### src/rtl/irq_bus_sequencer.sv
// irq_bus_sequencer: edge-captured interrupts, each serviced by a timer-reload write then a counter-display write
module irq_bus_sequencer #(
    parameter int          N_CH      = 4,
    parameter int          CNT_W     = 32,
    parameter logic [31:0] TMR_ADDR  = 32'hF000_0004,
    parameter logic [31:0] TMR_VAL   = 32'hF800_0000,
    parameter logic [31:0] DISP_BASE = 32'hE000_0000
) (
    input  logic            clk,
    input  logic            rst,
    input  logic [N_CH-1:0] int_in,
    input  logic            mio_ready,
    output logic            mem_w,
    output logic [31:0]     addr_out,
    output logic [31:0]     data_out,
    output logic [2:0]      dmtype,
    output logic            busy,
    output logic [N_CH-1:0] overflow
);
    localparam int GW = N_CH > 1 ? $clog2(N_CH) : 1;
    typedef enum logic [1:0] {IDLE, WR_TMR, WR_DISP} state_t;
    state_t state, state_nx;
    logic [N_CH-1:0] int_prev, pending, edge_det, clr;
    logic [CNT_W-1:0] cnt [N_CH];
    logic [GW-1:0] g, g_sel;
    logic grant;
    assign edge_det = int_in & ~int_prev;
    assign grant = state == IDLE && |pending;
    assign clr = grant ? N_CH'(1) << g_sel : '0;
    assign dmtype = 3'b000;
    always_comb begin
        g_sel = '0;
        for (int i = N_CH - 1; i >= 0; i--)
            if (pending[i]) g_sel = GW'(i);
    end
    always_ff @(posedge clk or posedge rst)
        if (rst) state <= IDLE;
        else state <= state_nx;
    always_comb begin
        state_nx = state;
        case (state)
            IDLE:    state_nx = grant ? WR_TMR : IDLE;
            WR_TMR:  state_nx = mio_ready ? WR_DISP : WR_TMR;
            WR_DISP: state_nx = mio_ready ? IDLE : WR_DISP;
            default: state_nx = IDLE;
        endcase
    end
    always_comb begin
        mem_w = state != IDLE;
        busy = state != IDLE;
        addr_out = state == WR_TMR ? TMR_ADDR : state == WR_DISP ? DISP_BASE + (32'(g) << 2) : DISP_BASE;
        data_out = state == WR_TMR ? TMR_VAL : state == WR_DISP ? 32'(cnt[g]) : 32'd0;
    end
    always_ff @(posedge clk or posedge rst)
        if (rst) begin
            int_prev <= '0;
            pending <= '0;
            overflow <= '0;
            g <= '0;
            for (int i = 0; i < N_CH; i++) cnt[i] <= '0;
        end else begin
            int_prev <= int_in;
            pending <= (pending & ~clr) | edge_det;
            overflow <= overflow | (edge_det & pending & ~clr);
            if (grant) begin
                g <= g_sel;
                cnt[g_sel] <= cnt[g_sel] + CNT_W'(1);
            end
        end
endmodule

### config.mk
export PLATFORM = sky130hd
export DESIGN_NAME = irq_bus_sequencer
export DESIGN_NICKNAME = d
export VERILOG_FILES = /design/src/rtl/irq_bus_sequencer.sv
export SDC_FILE = /design/constraint.sdc
export NUM_CORES = 1
export LEC_CHECK = 0
export ABC_AREA = 1
export ABC_CLOCK_PERIOD_IN_PS = 4900
export CORE_ASPECT_RATIO = 0.7
export CORE_MARGIN = 10
export CORE_UTILIZATION = 40
export CTS_BUF_LIST = sky130_fd_sc_hd__clkbuf_8
export DETAILED_ROUTE_END_ITERATION = 10
export GPL_ROUTABILITY_DRIVEN = 0
export PLACE_DENSITY = 0.7
export SETUP_SLACK_MARGIN = 0.1
export SYNTH_ARGS = -nofsm -noshare
export SYNTH_HDL_FRONTEND = slang
export SYNTH_SLANG_ARGS = --single-unit
### constraint.sdc
create_clock -name clk -period 4.9 [get_ports clk]
set_input_delay 0.98 -clock clk [delete_from_list [all_inputs] [get_ports clk]]
set_output_delay 0.98 -clock clk [all_outputs]
set_load 0.02 [all_outputs]
* Word level (Yosys, flattened, before mapping) *
Cells that the tools add are included.

word-level totals
  register bits = 144
  input port bits = 7

operators by class
  bitwise logic cells = 10
  $lt $le $gt $ge = 3
  shift operators = 1
  reductions and logical operators = 5
  add/subtract/negate cells = 2
  multiplexer cells = 22
  eq/ne operators = 2

operators by type and width
  operator               number
  $mux 32                9
  $bmux 32 s2            2
  $bwmux 128             1
  $demux 32 s2           1
  $add 32x1->32 const B  1
  $add 30x5->31 const A  1
  $and 4x4->4            4
  $mux 2                 6
  $not 4->4              2
  $or 4x4->4             2
  $ge 3x3->1 const B     2
  $not 2->3              2
  $pmux 2 s3             1
  $mux 4                 1
  $reduce_or 4->1        1
  $shl 1x2->4 const A    1
  $lt 3x1->1 const B     1
  $eq 2x1->1 const B     1
  $eq 2x2->1 const B     1
  $logic_and 1x1->1      2
  $logic_not 2->1        1
  $reduce_bool 2->1      1
  $mux 1                 1

* Depth between registers and ports, before layout *
  depth after elaboration = 10
  mapped depth = 19
  mapped depth without buffers = 17

* Least setup slack after synthesis *
No wires, ideal clock.

  path type = flip-flop to output port
  start point = register g[0]
  end point = output data_out[13]
  data arrival time = 1.511 ns
  slack = 2.409 ns
  data required time = 3.920 ns
  path buffers = 3
  stages on the path, launching flop included = 6
  cells stage by stage = dfrtp_1 > clkbuf_1 > clkbuf_1 > clkbuf_1 > o21ai_0 > a21oi_1

between the ends
  longest elaborated chain between the ends = 6

ends and longest elaborated chain
  item                                         line  RTL
  start: declaration                           25    logic [GW-1:0] g, g_sel;
  start signal: assignment                     66    g <= g_sel;
  $not 2->3 (implied by the code)              52    data_out = state == WR_TMR ? TMR_VAL : state == WR_DISP ? 32'(cnt[g]) : 32'd0;
  $bmux 32 s2                                  52
  $mux 32 (implied by the code) (2 in series)  52
  $mux 32 (2 in series)                        52
  end: declaration                             15    output logic [31:0] data_out,

No other way between the ends. The select of a mux whose other input is x is not followed.

* Worst setup path after layout *
  start point = register g[0]
  end point = output data_out[20]

The elaborated chain is that of the path after synthesis.

==> results.sh <==
export IMPL_post_cts_buffers=0
export IMPL_worstHoldPathType="reg -> reg"
export IMPL_setup_viol=0
export IMPL_cts_hold_buffers=0
export IMPL_fin_crit_sh_pct=81.2
export IMPL_synth_edff_count=0
export IMPL_vias_per_cell=5.38
export IMPL_startpoint_type="flop"
export IMPL_netlist_top_cells_count="nand2_1, nand3_1, dfrtp_1, inv_1, nor2_1"
export IMPL_core_mm2=0.0227
export IMPL_syn_avg_cell_area_um2=6.78
export IMPL_clk_pin_slew_ns=0.09
export IMPL_switching_share_pct=52.7
export IMPL_rsz0062_at_grt="false"
export IMPL_combPwrFrac_pct=59.6
export IMPL_cts_tree="yes"
export IMPL_final_setup_skew_ns=0.0150
export IMPL_critPathRequiredTime_ns=3.92
export IMPL_routed_wirelength_mm=30.2
export IMPL_antenna_cells=0
export IMPL_crit_arrival_ns=3.00
export IMPL_fmax_ghz=0.251
export IMPL_portBuffers=47
export IMPL_grt_first_pass_wirelength_mm=48.1
export IMPL_post_route_util_pct=45.3
export IMPL_num_vias=9201
export IMPL_pwr_share_seq_pct=26.0
export IMPL_synthesis_area_mm2=0.00930
export IMPL_synth_most_common_cell="nand2_1"
export IMPL_worstReg2RegEnd="cnt[122]$_DFFE_PP0P_"
export IMPL_synth_cell_type_count=37
export IMPL_hold_viol_final=0
export IMPL_cts_buffers=17
export IMPL_leakagePower_nw=4.94
export IMPL_root_buffer="clkbuf_8"
export IMPL_grt_start_max_net_pins=145
export IMPL_crit_end="data_out[20]"
export IMPL_insertion_delay_ns=0.48
export IMPL_dieArea_mm2=0.0298
export IMPL_status="finished, final reports clean"
export IMPL_reg2reg_from="pending[0]$_DFF_PP0_"
export IMPL_grt_pass1_vias=8567
export IMPL_synth_area_leaders="dfrtp_1, nand2_1, nand3_1"
export IMPL_drv_cap=0
export IMPL_setup_ws_ns=0.923
export IMPL_overflow=0
export IMPL_rrSetupSlack_ns=1.29
export IMPL_wire_per_inst_um=17.7
export IMPL_ioPinCount=80
export IMPL_power_mw=7.65
export IMPL_setup_worst_path_class="reg -> out"
export IMPL_cts_resized=0
export IMPL_drt_initial_drc_count=1219
export IMPL_place_ws_ns=1.40
export IMPL_relSlewSlack_pct=37.1
export IMPL_cts_path_max_buffers=2
export IMPL_die_h_um=148
export IMPL_tns_ns=0
export IMPL_synth_seq_cells=144
export IMPL_seq_area_frac_synth_pct=38.8
export IMPL_powerDensity_mw_per_mm2=744
export IMPL_cts_sinks=144
export IMPL_route_detailed_drc=0
export IMPL_ys_warn_count=0
export IMPL_synth_async_reset_ratio_pct=100
export IMPL_timing_hold_ws_ns=0.457
export IMPL_rows=46
export IMPL_period_minus_slack_ns=3.98
export IMPL_switchingPower_mw=4.03
export IMPL_syn2layout_area_growth_pct=10.7
export IMPL_path_max_fanout=22
export IMPL_die_x_um=202
export IMPL_htree_levels=4
export IMPL_startpoint="g[0]$_DFFE_PP0P_"
export IMPL_initial_core_util_pct=40.9
export IMPL_ant_nets=0
export IMPL_dp_hpwl_mm=19.7
export IMPL_clockPowerShare_pct=14.4
export IMPL_fillers=2350
export IMPL_track_usage_pct=20.2
export IMPL_yosysTopAreaCell="dfrtp_1"
export IMPL_grt_antenna_before_repair=0
export IMPL_drive_above_1_share_pct=9.16
export IMPL_synth_top_area_share_pct=38.8
export IMPL_tightest_slew_ns=0.944
export IMPL_intPower_mw=3.62
export IMPL_synth_ff_type="dfrtp_1"
export IMPL_reg2regPathDepth=15
export IMPL_peakVddDrop_mv=0.408
export IMPL_synthCells=1371
export IMPL_endpoint_kind="primary output"
export IMPL_num_nets_final=1392
export IMPL_drt_pass1_iter_count=5
export IMPL_slew_violations=0
-- flip-flops by register name, indices dropped and copies added (netlist names) --
name      cells
state         2
int_prev      4
g             2
pending       4
overflow      4
cnt         128
-- logic make-up (layout without fill, tap and decap cells) --
| logic type | Yosys count | after routing | share of synthesized area [%] |
|---|---|---|---|
| xor gates and xnor gates | 7 | 7 | 0.659 |
| DFF | 144 | 144 | 38.8 |
| adders and majority gates | 1 | 1 | 0.135 |
| buffers and inverters | 232 | 228 | 11.8 |
| other | 2 | 32 | 0.0808 |
| and+or+nand+nor | 775 | 775 | 36.9 |
| AOI/OAI and AO/OA | 210 | 210 | 11.7 |
-- worst min path at each step --
| stage | cells past startpoint | to | startpoint | slack [ns] |
|---|---|---|---|---|
| floorplan | 1 | pending[0]$_DFF_PP0_ | int_prev[0]$_DFF_PP0_ | 0.43 |
| global placement | 1 | pending[3]$_DFF_PP0_ | int_prev[3]$_DFF_PP0_ | 0.44 |
| detailed placement | 1 | pending[0]$_DFF_PP0_ | int_prev[0]$_DFF_PP0_ | 0.44 |
| CTS | 1 | pending[0]$_DFF_PP0_ | int_prev[0]$_DFF_PP0_ | 0.46 |
| global route | 1 | pending[1]$_DFF_PP0_ | int_prev[1]$_DFF_PP0_ | 0.48 |
| finish | 1 | pending[1]$_DFF_PP0_ | int_prev[1]$_DFF_PP0_ | 0.46 |
-- power groups by stage --
stage,logic (mW),clock network (mW),registers (mW)
6_report,4.56,1.11,1.99
5_1_grt,5.05,1.17,2.05
4_1_cts,4.46,1.13,1.98
3_5_place_dp,4.44,0,2.00
3_3_place_gp,4.37,0,2.00
2_1_floorplan,3.27,0,1.92
-- layout make-up --
| type | instances | area (um^2) | share of cell area, % |
|---|---|---|---|
| Clock buffer | 17 | 234 | 2.27 |
| Clock inverter | 15 | 218 | 2.12 |
| Inverter | 127 | 480 | 4.67 |
| Multi-Input combinational cell | 1025 | 4720 | 45.8 |
| Sequential cell | 144 | 3600 | 35.0 |
| Tap cell | 312 | 390 | 3.79 |
| Timing Repair Buffer | 69 | 648 | 6.30 |
-- worst max-delay path: stages, from the launching register on --
cell and delay [ns]:
dfrtp_2 0.40, inv_1 0.56, buf_4 0.42, o21ai_0 0.13, a21oi_1 0.31, clkdlybuf4s50_1 0.69
-- layout by cell type (no fill, tap or decap), drive strengths merged --
master,count
nand2,404
nand3,201
dfrtp,144
nor2,142
inv,129
o21ai,124
a21oi,73
clkdlybuf4s50,47
conb,32
buf,22
clkbuf,17
nand3b,13
nand4,11
xor2,7
bufinv,5
clkinv,5
a31o,4
o22ai,4
o211ai,3
clkinvlp,3
or2,2
o21bai,1
nor3,1
nor2b,1
a31oi,1
ha,1
-- per-layer routing --
| metal | up-vias | part of all wire [%] | track usage [%] |
|---|---|---|---|
| li1 | 4376 | - | - |
| met5 | - | 0 | 0 |
| met1 | 4270 | 45 | 28.9 |
| met4 | 0 | 1.5 | 5.58 |
| met3 | 43 | 14 | 6.92 |
| met2 | 512 | 40 | 28.1 |
-- per-stage QoR --
step                cells  cell area (um^2)
floorplan            1401              9410
global placement     1677              9840
detailed placement   1677              9840
CTS                  1709             10300
global route         1709             10300
finish               1709             10300
Power figures use the tool's default switching activity.
